==> config.mk <==
export PLATFORM = sky130hd
export DESIGN_NAME = audio_sample_feeder
export DESIGN_NICKNAME = d
export VERILOG_FILES = /design/src/rtl/audio_sample_feeder.sv
export SDC_FILE = /design/constraint.sdc
export NUM_CORES = 1
export LEC_CHECK = 0
export ABC_AREA = 1
export CORE_MARGIN = 2
export CORE_UTILIZATION = 55
export CTS_CLUSTER_DIAMETER = 120
export DETAILED_ROUTE_END_ITERATION = 7
export MAX_ROUTING_LAYER = met4
export PLACE_DENSITY = 0.83
export SETUP_SLACK_MARGIN = 0.2
export SYNTH_ARGS = -nofsm -noshare
export SYNTH_HDL_FRONTEND = slang
export SYNTH_SLANG_ARGS = --single-unit
==> constraint.sdc <==
create_clock -name i_clk -period 2.4 [get_ports i_clk]
set_clock_uncertainty 0.05 [all_clocks]
set_input_delay 0.72 -clock i_clk [delete_from_list [all_inputs] [get_ports i_clk]]
set_output_delay 0.72 -clock i_clk [all_outputs]
set_load 0.005 [all_outputs]
==> src/rtl/audio_sample_feeder.sv <==
`default_nettype none
// +--------------------------------------------------------------------------+
// | audio_sample_feeder                                                      |
// | Sample FIFO replayed at 2^DIV_LOG2-clock intervals into the sigma-delta |
// | DAC; define AUDIO_INTERP_EN for linear interpolation, else zero-order   |
// | hold.                                                                   |
// | Revision: 1.0                                                            |
// +--------------------------------------------------------------------------+
module audio_sample_feeder #(
  parameter int DIV_LOG2   = 10,
  parameter int DEPTH_LOG2 = 4
) (
  input  logic                  i_clk,
  input  logic                  i_res,
  input  logic [15:0]           i_data,
  input  logic                  i_valid,
  output logic                  o_ready,
  output logic [15:0]           o_data,
  output logic                  o_tick,
  output logic [DEPTH_LOG2:0]   o_level,
  output logic                  o_underrun,
  input  logic                  i_clr_underrun
);

  localparam int                    c_depth     = 1 << DEPTH_LOG2;
  localparam logic [DEPTH_LOG2:0]   c_full      = {1'b1, {DEPTH_LOG2{1'b0}}};
  localparam logic [DEPTH_LOG2:0]   c_lvl_one   = {{DEPTH_LOG2{1'b0}}, 1'b1};
  localparam logic [DEPTH_LOG2-1:0] c_ptr_one   = {{(DEPTH_LOG2-1){1'b0}}, 1'b1};
  localparam logic [DIV_LOG2-1:0]   c_phase_one = {{(DIV_LOG2-1){1'b0}}, 1'b1};

  logic [15:0]           r_mem [c_depth];
  logic [DEPTH_LOG2-1:0] r_wr_ptr;
  logic [DEPTH_LOG2-1:0] r_rd_ptr;
  logic [DEPTH_LOG2:0]   r_level;
  logic [DIV_LOG2-1:0]   r_phase;
  logic                  r_underrun;
  logic [15:0]           r_data;

  logic                  w_tick;
  logic                  w_empty;
  logic                  w_wr;
  logic                  w_pop;
  logic [15:0]           w_head;

  assign w_tick  = &r_phase;
  assign w_empty = (r_level == '0);
  assign w_wr    = i_valid && (r_level != c_full);
  assign w_pop   = w_tick && !w_empty;
  assign w_head  = r_mem[r_rd_ptr];

  always_ff @(posedge i_clk or negedge i_res) begin
    if (!i_res) begin
      r_phase <= '0;
    end else begin
      r_phase <= r_phase + c_phase_one;
    end
  end

  // Storage has no reset: an empty level makes any stale contents unreachable.
  always_ff @(posedge i_clk) begin
    if (w_wr) begin
      r_mem[r_wr_ptr] <= i_data;
    end
  end

  always_ff @(posedge i_clk or negedge i_res) begin
    if (!i_res) begin
      r_wr_ptr <= '0;
      r_rd_ptr <= '0;
      r_level  <= '0;
    end else begin
      if (w_wr) begin
        r_wr_ptr <= r_wr_ptr + c_ptr_one;
      end
      if (w_pop) begin
        r_rd_ptr <= r_rd_ptr + c_ptr_one;
      end
      case ({w_wr, w_pop})
        2'b10:   r_level <= r_level + c_lvl_one;
        2'b01:   r_level <= r_level - c_lvl_one;
        default: r_level <= r_level;
      endcase
    end
  end

  // A fresh underrun takes priority over a simultaneous clear request.
  always_ff @(posedge i_clk or negedge i_res) begin
    if (!i_res) begin
      r_underrun <= 1'b0;
    end else if (w_tick && w_empty) begin
      r_underrun <= 1'b1;
    end else if (i_clr_underrun) begin
      r_underrun <= 1'b0;
    end
  end

`ifdef AUDIO_INTERP_EN
  localparam int c_acc_w = 17 + DIV_LOG2;

  logic [15:0]         r_cur;
  logic [16:0]         r_diff;
  logic [c_acc_w-1:0]  r_acc;
  logic [c_acc_w-1:0]  w_cur_base;
  logic [c_acc_w-1:0]  w_diff_ext;
  logic [16:0]         w_step;

  // acc walks from prev<<L toward cur<<L, so the sliced output never overflows.
  assign w_cur_base = {r_cur[15], r_cur, {DIV_LOG2{1'b0}}};
  assign w_diff_ext = {{DIV_LOG2{r_diff[16]}}, r_diff};
  assign w_step     = {w_head[15], w_head} - {r_cur[15], r_cur};

  always_ff @(posedge i_clk or negedge i_res) begin
    if (!i_res) begin
      r_cur  <= '0;
      r_diff <= '0;
      r_acc  <= '0;
      r_data <= '0;
    end else begin
      r_data <= r_acc[DIV_LOG2+15:DIV_LOG2];
      if (w_tick) begin
        r_acc <= w_cur_base;
        if (w_pop) begin
          r_diff <= w_step;
          r_cur  <= w_head;
        end else begin
          r_diff <= '0;
        end
      end else begin
        r_acc <= r_acc + w_diff_ext;
      end
    end
  end
`else
  always_ff @(posedge i_clk or negedge i_res) begin
    if (!i_res) begin
      r_data <= '0;
    end else if (w_pop) begin
      r_data <= w_head;
    end
  end
`endif

  assign o_ready    = (r_level != c_full);
  assign o_level    = r_level;
  assign o_tick     = w_tick;
  assign o_data     = r_data;
  assign o_underrun = r_underrun;

endmodule
`default_nettype wire

==> results.json, run 1 <==
{
  "outcome": "finished with violations",
  "violations": "negative setup slack",
  "syn_avg_cell_area_um2": 10.32,
  "drt-initial-drc-count": 1332,
  "grt_max_degree": 132,
  "dr.pass1.iters": 6,
  "maxCapViolCount": 0,
  "rrSetupSlack_ns": -0.16,
  "synth-compound-area-share": 0.01289,
  "synth_warnings": 0,
  "die_width_um": 157.2,
  "final-setup-viol-count": 3,
  "power.switching_w": 0.003103,
  "p_comb_frac": 0.139,
  "yosys-top-cells-area": "edfxtp_1, nand2_1, dfrtp_1",
  "wl_met2_mm": 15.81,
  "finalNetCount": 1388,
  "netlist_area_um2": 12910,
  "n_antenna_cell": 0,
  "drcViolationCount": 0,
  "antenna_found_initial": 0,
  "timing.fmax_mhz": 390.7,
  "io_buffers": 43,
  "worstReg2RegEnd": "o_level[4]$_DFFE_PN0P_",
  "cp_cell_sequence": "ha_4 > nand3_4 > nor2_4 > nand2_2 > nor3_4 > buf_4 > nand2_4 > inv_2 > ha_4 > inv_2 > fa_2 > inv_2 > nand2_4 > nand2_2 > a21oi_2 > xor2_1 > nand2_1 > nand2_1",
  "tritoncts": "yes",
  "initial_core_util": 0.5550,
  "synth_seq_cells": 296,
  "p_clk_frac": 0.349,
  "highest_layer": "met4",
  "crit_fanout": 3,
  "grt_pass1_vias": 9028,
  "finalMaxSlewViolations": 0,
  "synth_edf_count": 256,
  "rsz0062_at_grt": "true",
  "yosysSeqAreaShare": 0.6729,
  "max_stage_delay_ns": 0.40,
  "layout_setup_ws_ns": -0.1592,
  "async_flop_share": 0.1351,
  "insertion_delay_ns": 0.55,
  "finalHoldViolCount": 0,
  "path_clk_slew_ns": 0.06,
  "seq_area_um2": 8696,
  "cts.sinks": 296,
  "slew_headroom": 0.5027,
  "post-route-period-util": 1.066,
  "syn2layout_area_growth_pct": 18.78,
  "synth_top_family_by_area": "simple AND/OR/NAND/NOR gates",
  "ios": 44,
  "clock_path_buffers": 3,
  "synthMuxAreaShare": 0,
  "cp.arrival_ns": 2.95,
  "crit_top_cell": "inv_2",
  "drive_gt1_frac": 0.1380,
  "synthSimpleGateAreaFrac": 0.2047,
  "ys.flop_type": "edfxtp_1",
  "gp_congestion": 0.9028,
  "num_vias": 9356,
  "synthMostInstantiatedCell": "nand2_1",
  "crit_buf_inv": 4,
  "yosysUniqueCellTypes": 30,
  "worst_slew_pin_slew_ns": 0.7460,
  "power.internal_w": 0.009139,
  "synth_fa_ha_area_frac": 0.01124,
  "cts_buffers": 29,
  "rr_worst_depth": 18,
  "synthTopCellsByCount": "nand2_1, edfxtp_1, inv_1",
  "worst_setup_path_start_kind": "flop",
  "synth_fp_nets": 1282,
  "gr-total-overflow": 0,
  "power.total_w": 0.01224,
  "wl_met1_mm": 11.68,
  "grt_pass1_wl_mm": 47.96,
  "vias_per_cell": 5.517,
  "rows": 56,
  "core-area_um2": 23260,
  "critPathTopFamily": "simple AND/OR/NAND/NOR gates",
  "crit_type": "reg2reg",
  "pwr_density_cell_nw_per_um2": 798.3,
  "dieArea_um2": 24720,
  "n_fill_cell": 1653,
  "p_leak_nw": 6.958,
  "synth_top_area_cell": "edfxtp_1",
  "avgRoutedWirePerCell_um": 18.85,
  "power_frac_seq": 0.512,
  "synth_xor_area_frac": 0.01018,
  "wl_met3_mm": 3.123,
  "worst_ep_required_time_ns": 2.79,
  "htree_levels": 1,
  "synth_top_area_frac": 0.5954,
  "swShare": 0.2535,
  "dieHeight_um": 157.2,
  "multi_input_area_um2": 3306,
  "setup-tns-final_ns": -0.2894,
  "cp_slowest_cell": "dfrtp_1",
  "min_path_type": "in2async",
  "min_period_ns": 2.559,
  "crit_cells": 18,
  "clock-root-buffer": "clkbuf_16",
  "finalWirelength_mm": 31.98,
  "crit_path_end_kind": "flop",
  "ctsHoldBuffers": 0,
  "synth_cells": 1251,
  "dp.final_hpwl_mm": 18.22,
  "grtUsageTotal": 0.2613,
  "ir_drop_mv": 0.7323,
  "postRouteAntennaNets": 0,
  "r2r_start": "r_phase[0]$_DFF_PN0_"
}
## per-stage QoR
stage          utilization  area, um2  hold slack, ns  worst slack [ns]  cells
2_1_floorplan            -      12920          0.3724           -0.1688   1251
3_3_place_gp        0.6062      14100          0.4247           -0.1329   1624
3_5_place_dp        0.6062      14100          0.4341           -0.2453   1624
4_1_cts             0.6541      15220          0.1848           -0.2293   1689
5_1_grt             0.6593      15340          0.2176           -0.2362   1696
6_report            0.6593      15340          0.1854           -0.1592   1696
## worst reg2reg max path, delay by kind of cell, from the launching register on
family | cells | cell delay [ns]
and+or+nand+nor | 9 | 0.73
adders and majority gates | 3 | 0.71
DFF | 1 | 0.40
buffers and inverters | 4 | 0.36
xor gates and xnor gates | 1 | 0.14
AOI/OAI and AO/OA | 1 | 0.06
## final cells by class
class	instances	share of cell area
Sequential cell	296	0.5670
Multi-Input combinational cell	676	0.2155
Timing Repair Buffer	133	0.07946
Inverter	221	0.05434
Clock buffer	34	0.04854
Tap cell	319	0.02603
Clock inverter	17	0.009056
## placed cells by master (no fill, tap or decap), drive strengths merged, types with 13 or more instances in the layout
| cell | instances |
|---|---|
| edfxtp | 256 |
| dlymetal6s2s | 14 |
| clkbuf | 34 |
| clkdlybuf4s50 | 20 |
| dfrtp | 40 |
| nor3 | 13 |
| clkinv | 15 |
| o21ai | 22 |
| inv | 221 |
| buf | 93 |
| nand3 | 198 |
| nand2 | 394 |
## kinds of logic (layout without fill, tap and decap cells)
group | Yosys count | count (layout)
xor+xnor | 15 | 15
fa+ha+maj | 11 | 11
simple gates | 619 | 619
compound gates | 31 | 31
flops | 296 | 296
buf+inv | 279 | 405
## worst max-delay path by stage
stage	slack (ns)	to	from
4_1_cts	-0.23	o_tick	r_phase[0]$_DFF_PN0_
5_1_grt	-0.24	o_level[4]$_DFFE_PN0P_	r_phase[0]$_DFF_PN0_
3_5_place_dp	-0.25	o_level[4]$_DFFE_PN0P_	r_phase[1]$_DFF_PN0_
2_1_floorplan	-0.17	r_mem[10][0]$_DFFE_PP_	i_valid
3_3_place_gp	-0.13	o_level[4]$_DFFE_PN0P_	i_valid
6_report	-0.16	o_level[4]$_DFFE_PN0P_	r_phase[0]$_DFF_PN0_
## flip-flops by register name, summed over array words and instances, names as in the netlist
register / cells
r_rd_ptr: 4
o_data: 16
o_level: 5
o_underrun: 1
r_mem: 256
r_phase: 10
r_wr_ptr: 4
## power by group through the flow
stage | sequential, W | combinational, W | clock [W]
after global placement | 0.00634 | 0.00127 | 0
after global routing | 0.00628 | 0.00182 | 0.00450
after floorplan | 0.00633 | 0.000676 | 0
final | 0.00626 | 0.00171 | 0.00427
after detailed placement | 0.00636 | 0.00131 | 0
after CTS | 0.00624 | 0.00151 | 0.00430
## timing repair
action,in CTS,in global routing
resized for setup,49,21
setup endpoints to repair,14,77
setup buffers,14,7
hold endpoints to repair,0,0
pin swaps,13,13
## per-layer routing
metal | vias to the layer above | global-route usage
met5 | - | -
met2 | 619 | 0.4284
li1 | 4246 | -
met1 | 4383 | 0.3321
met3 | 108 | 0.03634
met4 | 0 | 0.1052
Note: power is estimated with default switching activity, not from simulation.
==> inputs of run 2 (changes only) <==
--- a/config.mk
+++ b/config.mk
@@ -6,8 +6,10 @@
 export NUM_CORES = 1
 export LEC_CHECK = 0
 export ABC_AREA = 1
+export CELL_PAD_IN_SITES_DETAIL_PLACEMENT = 0
+export CELL_PAD_IN_SITES_GLOBAL_PLACEMENT = 1
 export CORE_MARGIN = 2
-export CORE_UTILIZATION = 55
+export CORE_UTILIZATION = 44
 export CTS_CLUSTER_DIAMETER = 120
 export DETAILED_ROUTE_END_ITERATION = 7
 export MAX_ROUTING_LAYER = met4
==> run 2 against run 1 <==
  * The run still ends with negative setup slack left
  * Total power increased by 4.4%
  * Sequential cell count unchanged
  * Critical path depth decreased by 11
  * Fmax increased by 2.5%
  * Global-route usage decreased by 5.1 points
  * Die area increased by 24%
  * Setup slack improved by 0.063 ns
  * Clock-buffer cell count increased by 1
  * Wire length decreased by 3.4%
  * Via count decreased by 5.5%
  * Hold slack got worse by 0.018 ns
  * Critical endpoint is now o_tick
  * Highest routed layer unchanged
==> results.json, run 2 (synthesized netlist as in run 1, its figures left out) <==
{
  "finalMaxSlewViolations": 0,
  "grt_max_degree": 132,
  "syn2layout_area_growth_pct": 20.91,
  "gp_congestion": 0.8524,
  "rsz0062_at_grt": "true",
  "dieArea_um2": 30730,
  "largest_register": "r_mem",
  "tritoncts": "yes",
  "violations": "negative setup slack",
  "highest_layer": "met4",
  "min_path_type": "in2async",
  "vias_per_cell": 5.009,
  "slew_headroom": 0.5286,
  "gr-total-overflow": 0,
  "antenna_found_initial": 0,
  "final-setup-viol-count": 1,
  "p_leak_nw": 6.915,
  "htree_levels": 1,
  "wl_met2_mm": 14.77,
  "drt-initial-drc-count": 911,
  "pre_cts_ws_ns": -0.1340,
  "die_width_um": 175.3,
  "post-route-period-util": 1.040,
  "whs_ns": 0.1674,
  "crit_path_end_kind": "primary output",
  "drcViolationCount": 0,
  "cts_buffers": 31,
  "crit_type": "reg2out",
  "io_buffers": 43,
  "finalHoldViolCount": 0,
  "grtUsageTotal": 0.2107,
  "initial_core_util": 0.4486,
  "timing.fmax_mhz": 400.7,
  "grt_pass1_vias": 8609,
  "cts.sinks": 296,
  "rr_worst_depth": 18,
  "cp.arrival_ns": 1.73,
  "wl_met3_mm": 1.878,
  "clock-root-buffer": "clkbuf_16",
  "ir_drop_mv": 0.5471,
  "clock_path_buffers": 3,
  "rows": 62,
  "worst_ep_required_time_ns": 1.63,
  "n_antenna_cell": 0,
  "layout_setup_ws_ns": -0.09574,
  "core-area_um2": 28780,
  "finalWirelength_mm": 30.88,
  "ios": 44,
  "final_cell_mix": "nand2_1, edfxtp_1, inv_1",
  "insertion_delay_ns": 0.56,
  "wl_met1_mm": 13.21,
  "final_common_cell": "nand2_1",
  "power.total_w": 0.01278,
  "grt_pass1_wl_mm": 48.34,
  "drive_gt1_frac": 0.1368,
  "dr.pass1.iters": 5,
  "dp.final_hpwl_mm": 18.85,
  "num_vias": 8846,
  "setup-tns-final_ns": -0.09574,
  "worst_setup_path_start_kind": "flop",
  "largest_reg_flops": 256,
  "postRouteAntennaNets": 0,
  "path_clk_slew_ns": 0.06,
  "dieHeight_um": 175.3,
  "pwr_density_cell_nw_per_um2": 818.8,
  "finalNetCount": 1390,
  "avgRoutedWirePerCell_um": 17.48,
  "maxCapViolCount": 0,
  "crit_fanout": 2,
  "min_period_ns": 2.496,
  "outcome": "finished with violations",
  "worst_slew_pin_slew_ns": 0.7071
}
[run 2: cell types whose count changed in the layout (fill, tap and decap cells not counted), sizes merged]
cell	previous run	this run
dlygate4sd2	6	16
dlymetal6s2s	14	4
bufinv	2	5
clkinvlp	0	3
inv	221	219
buf	93	92
clkbuf	34	35
nor2	11	12
[run 2: area by class of cell]
type	instances	area, um2
multi-input cells	677	3277
inverters	221	835.8
well taps	384	480.5
clock inverters	21	242.7
flip-flops and latches	296	8695
fillers	2473	13170
repair buffers	132	1290
clock buffers	35	790.8
[run 2: path summary, 6_finish.rpt]
check | startpoint | endpoint | slack (ns)
min in group i_clk | r_phase[4]$_DFF_PN0_ | r_phase[4]$_DFF_PN0_ | 0.45
setup / recovery | r_phase[1]$_DFF_PN0_ | o_tick | -0.1
hold reg to reg | r_phase[4]$_DFF_PN0_ | r_phase[4]$_DFF_PN0_ | 0.45
max in group asynchronous | i_res | o_level[4]$_DFFE_PN0P_ | 1.74
setup reg to reg | r_phase[1]$_DFF_PN0_ | o_level[4]$_DFFE_PN0P_ | 0.04
hold / removal | i_res | r_rd_ptr[0]$_DFFE_PN0P_ | 0.17
[run 2: what timing repair did]
item | in CTS | in global routing
hold buffers | 0 | 0
pin swaps | 12 | 15
buffers inserted | 16 | 6
resized for setup | 47 | 17
endpoints found under the setup margin | 22 | 27
gates cloned | 0 | 1
[run 2: worst max-delay path, cell delays in order (launching register included)]
cell,delay (ns)
dfrtp_1,0.39
ha_4,0.17
nand3_4,0.09
nor2_4,0.12
nand2_4,0.07
nor3_4,0.12
buf_4,0.13
buf_6,0.08
[run 2: power breakdown]
part           leakage, nW  internal [W]  switching, W  total (W)
clock                0.498       0.00290       0.00198    0.00487
sequential            2.83       0.00609      0.000137    0.00622
combinational         3.58      0.000647       0.00104    0.00168
total                 6.91       0.00963       0.00315     0.0128
[run 2: routing by layer]
metal | vias up | global-route usage
met5 | - | -
met4 | 0 | 0.07951
met3 | 56 | 0.02359
met2 | 268 | 0.3330
met1 | 4268 | 0.2829
li1 | 4254 | -
[run 2: per-stage QoR]
stage          utilization  cell area [um2]  cells
3_5_place_dp        0.4962            14280   1687
6_report            0.5424            15610   1766
3_3_place_gp        0.4962            14280   1687
4_1_cts             0.5384            15490   1759
5_1_grt             0.5424            15610   1766
2_1_floorplan            -            12920   1251
==> RTL edit 1 (settings of run 1) <==
Register the output `o_level` once more, with the module's reset; this adds one clock of latency there. The other outputs are not delayed to match.
--- a/src/rtl/audio_sample_feeder.sv
+++ b/src/rtl/audio_sample_feeder.sv
@@ -141,7 +141,13 @@
 `endif
 
   assign o_ready    = (r_level != c_full);
-  assign o_level    = r_level;
+  always_ff @(posedge i_clk or negedge i_res) begin
+    if (!i_res) begin
+      o_level <= '0;
+    end else begin
+      o_level <= r_level;
+    end
+  end
   assign o_tick     = w_tick;
   assign o_data     = r_data;
   assign o_underrun = r_underrun;
Formal check against the unedited RTL: not equivalent (a bounded check fails within 4 cycles, from zero or initial values).
==> RTL edit 1 against run 1 <==
  * The flow still finishes with violations (setup timing)
  * Design area rose by 0.53%
  * Setup slack got worse by 0.21 ns
  * Routed wire length rose by 1.1%
  * Synthesized cell count rose by 0.40%
  * Area after synthesis rose by 0.97%
  * First-iteration DRC count fell by 3.8%
  * Total power rose by 0.50%
  * Maximum frequency fell by 7.7%
  * Global-route usage rose by 0.74 points
  * Non-clock buffer count fell by 5
  * Sequential cell count rose by 5
  * Critical endpoint is now r_level[4]
  * Largest cell class unchanged
  * Highest routed layer unchanged
==> RTL edit 1: results (changes against run 1) <==
Detailed routing
  • DR vias: 9420 (+0.68%)
  • Via density: 5.55 (+0.57%)
  • Final wirelength: 32300 um (+1.1%)
  • Drt initial violations: 1282 (-3.8%)
  • Met3 WL: 2740 um (-12%)
  • Met1 wire length: 11600 um (-1.0%)

Synth
  • Net Count, Synth: 1287 (+0.39%)
  • Post-synth top cells: 392 x nand2_1, 256 x edfxtp_1, 218 x inv_1, 197 x nand3_1, 45 x dfrtp_1
  • Synth Area in Adders: 0.0111 (-0.000108)
  • Complex-gate fraction of the synthesized area: 0.0128 (-0.000124)
  • Synth Instances: 1256 (+0.40%)
  • XOR/XNOR Fraction of Synth Area: 0.0101 (-0.0000977)
  • Fraction of registers with async set/reset: 0.150 (+0.0144)
  • Seq/Total Area, Yosys: 0.676 (+0.00314)

Place
  • DP Wirelength: 19500 um (+7.0%)
  • RD Place Congestion: 0.850 (-5.9%)
  • Placed instance area: 14300 um^2 (+1.2%)
  • Worst slack at placement: -0.182 ns (+0.0638 ns)

Cells and area
  • Fill count: 1618 (-2.1%)
  • Share of cells above drive strength 1: 0.126 (-0.0118)
  • Max reg flops: 256 (unchanged)

Setup path
  • RR Endpoint: r_level[4]
  • Reg2Reg Depth: 22 (+4)
  • Crit path arrival time: 3.21 ns (+0.26 ns)

Power
  • VDD IR max: 0.000634 V (-13%)
  • LEAKAGE: 6.85 nW (-1.6%)
  • NetSw: 3.07 mW (-0.94%)

Timing
  • TNS Setup: -1.40 ns (-1.11 ns)
  • Setup ws final: -0.373 ns (-0.214 ns)
  • Hold slack: 0.223 ns (+0.0372 ns)
  • Final setup viols: 5 (+2)

GRT
  • Met2 Usage GRT: 0.443 (+0.0147)
  • Grt met1 use: 0.329 (-0.00295)
  • Largest net degree at the start of global routing: 109 (-17%)
  • GRT met3 Usage: 0.0356 (-0.000756)
  • First-pass GRT wire length: 49400 um (+2.9%)
  • GRT Total Usage: 0.269 (+0.00744)
  • Vias in the first global route: 9131 (+1.1%)

Outcome
  • Status: finished with violations
  • Failing checks: setup timing
## RTL edit 1: logic make-up (layout without fill, tap and decap cells)
group / count (synthesis) / count (layout)
xor+xnor: 15 / 15
simple gates: 619 / 619
flops: 301 / 301
compound gates: 31 / 31
buf+inv: 279 / 402
fa+ha+maj: 11 / 11
## RTL edit 1: how the worst max path moves through the flow
stage	endpoint	slack [ns]	cells past startpoint
2_1_floorplan	r_mem[10][0]	-0.17	3
3_3_place_gp	r_level[4]	-0.15	12
3_5_place_dp	r_level[3]	-0.18	10
4_1_cts	r_level[4]	-0.35	22
5_1_grt	r_level[4]	-0.51	22
6_report	r_level[4]	-0.37	22
## RTL edit 1: final cells by class
class / instances / area [um^2] / area share
well taps: 319 / 399 / 0.0259
clock inverters: 13 / 81.3 / 0.00528
inverters: 221 / 831 / 0.0539
clock buffers: 40 / 818 / 0.0531
repair buffers: 128 / 1220 / 0.0790
flip-flops and latches: 301 / 8820 / 0.572
multi-input cells: 676 / 3250 / 0.211
## RTL edit 1: worst max-delay path: cells and delay by family, from the launching register on
kind | cells | cell delay, ns
AO/OA/AOI/OAI | 1 | 0.06
AND/OR/NAND/NOR | 9 | 0.74
flip-flops | 1 | 0.40
XOR/XNOR | 1 | 0.19
buffers and inverters | 8 | 0.61
adder cells (fa/ha/maj) | 3 | 0.66
## RTL edit 1: what timing repair did
action	4_1_cts	5_1_grt
hold endpoints to repair	0	0
gates resized for setup	28	15
setup endpoints to repair	5	16
buffers inserted	14	2
pin swaps	10	10
## RTL edit 1: power by group through the flow
stage                     registers [mW]  logic [mW]  clock network, mW
after CTS                           6.38        1.50               4.34
after floorplan                     6.46       0.676                  0
final                               6.40        1.57               4.33
after detailed placement            6.50        1.39                  0
after global placement              6.47        1.33                  0
after global routing                6.43        1.70               4.55
==> RTL edit 2 (flow settings as in run 1) <==
Made on the original files. Set the parameter `DIV_LOG2` to 12 (it was 10).
--- a/src/rtl/audio_sample_feeder.sv
+++ b/src/rtl/audio_sample_feeder.sv
@@ -7,7 +7,7 @@
 // | Revision: 1.0                                                            |
 // +--------------------------------------------------------------------------+
 module audio_sample_feeder #(
-  parameter int DIV_LOG2   = 10,
+  parameter int DIV_LOG2   = 12,
   parameter int DEPTH_LOG2 = 4
 ) (
   input  logic                  i_clk,
Behaviour: same outputs for any inputs over 10 cycles, from zero or initial values; that may be too few to reach the edited logic, so the function may still have changed.
==> RTL edit 2 against run 1 <==
  * Setup slack improved by 0.12 ns
  * Routed wire length rose by 3.0%
  * The run still ends with setup timing left
  * Maximum frequency rose by 4.9%
  * Combinational power fell by 4%
  * Critical endpoint unchanged
  * Critical path depth fell by 3
  * Sequential share of layout area rose by 0.14 points
  * Final cell count rose by 0.35%
  * Sequential cell count rose by 2
  * Design area rose by 0.32%
  * Area after synthesis barely moved
  * Total power rose by 0.79%
==> RTL edit 2: results (changes against run 1) <==
Outcome
  • Status: finished with violations
  • Failing checks: setup timing

Cells and area
  • Fin cells: 1702 (+0.35%)
  • Fill count: 1642 (-0.67%)
  • Max reg flops: 256 (unchanged)
  • Share of cells above drive strength 1: 0.125 (-0.0129)
  • Nets: 1390 (+0.14%)

Synth
  • Number of distinct library cells after synthesis: 27 (-10%)
  • Synth Area in Adders: 0.0112 (about the same)
  • Synth Instances: 1256 (+0.40%)
  • Post-synthesis mux area share: 0 (unchanged)
  • Fraction of registers with async set/reset: 0.141 (+0.00580)
  • Synth top area cells: edfxtp_1 60%, nand2_1 12%, dfrtp_1 8.1%
  • Ys flop type: edfxtp_1
  • XOR/XNOR Fraction of Synth Area: 0.0122 (+0.00203)
  • Complex-gate fraction of the synthesized area: 0.00455 (-0.00834)
  • Post-synth top cells: 413 x nand2_1, 256 x edfxtp_1, 214 x inv_1, 197 x nand3_1, 42 x dfrtp_1
  • Seq/Total Area, Yosys: 0.676 (+0.00348)

GRT
  • First-pass GRT wire length: 50000 um (+4.3%)
  • GRT Total Usage: 0.275 (+0.0134)
  • Vias in the first global route: 9273 (+2.7%)
  • Largest net degree at the start of global routing: 67 (-49%)

Power
  • Clock-net power: 4.40 mW (+3%)
  • VDD IR max: 0.000795 V (+8.5%)
  • Sequential power share: 0.510 (-0.002)
  • Internal power: 9.24 mW (+1.1%)
  • LEAKAGE: 6.94 nW (-0.25%)
  • Combinational Power Share: 0.133 (-0.006)

CTS
  • Clk Latency, worst-skew pair: 0.57 ns (+0.02 ns)
  • CTS buffer count: 30 (+3.4%)

Detailed routing
  • Drt initial violations: 1228 (-7.8%)
  • Avg WL per Cell: 19.4 um (+2.7%)
  • DR vias: 9369 (+0.14%)

Timing
  • Setup ws final: -0.0404 ns (+0.119 ns)
  • Final setup viols: 2 (-1)
  • Worst slew margin: 0.494 (-0.00842)

Setup path
  • Cell family with most CP delay: adder cells
  • Crit path arrival time: 2.89 ns (-0.06 ns)
  • Reg2Reg Depth: 15 (-3)

Place
  • Worst slack at placement: -0.232 ns (+0.0135 ns)
  • Placed instance area: 14200 um^2 (+0.42%)
  • RD Place Congestion: 0.897 (-0.66%)
  • DP Wirelength: 19300 um (+5.9%)
[RTL edit 2: cell count changes after synthesis, sizes merged, moves of 4 or more]
cell and delta:
buf -9, clkbuf +8, inv -5, nand2 +20, nor2 +4, o21ai -15
[RTL edit 2: area by class of cell]
class	instances	area, um^2	share of cell area
Timing Repair Buffer	128	1220	0.0796
Sequential cell	298	8740	0.568
Inverter	216	815	0.0529
Tap cell	319	399	0.0259
Clock buffer	50	886	0.0576
Multi-Input combinational cell	685	3270	0.213
Clock inverter	6	42.5	0.00277
[RTL edit 2: repair_timing]
item | 4_1_cts | 5_1_grt
resized for setup | 48 | 15
setup endpoints to repair | 16 | 30
pin swaps | 21 | 15
buffers inserted | 18 | 2
[RTL edit 2: routing by layer]
metal,wire length [um],global-route usage,vias to the layer above
met1,12000,0.330,4401
met2,16400,0.456,582
li1,-,-,4248
met3,2850,0.0421,138
met4,1760,0.136,0
met5,0,-,-
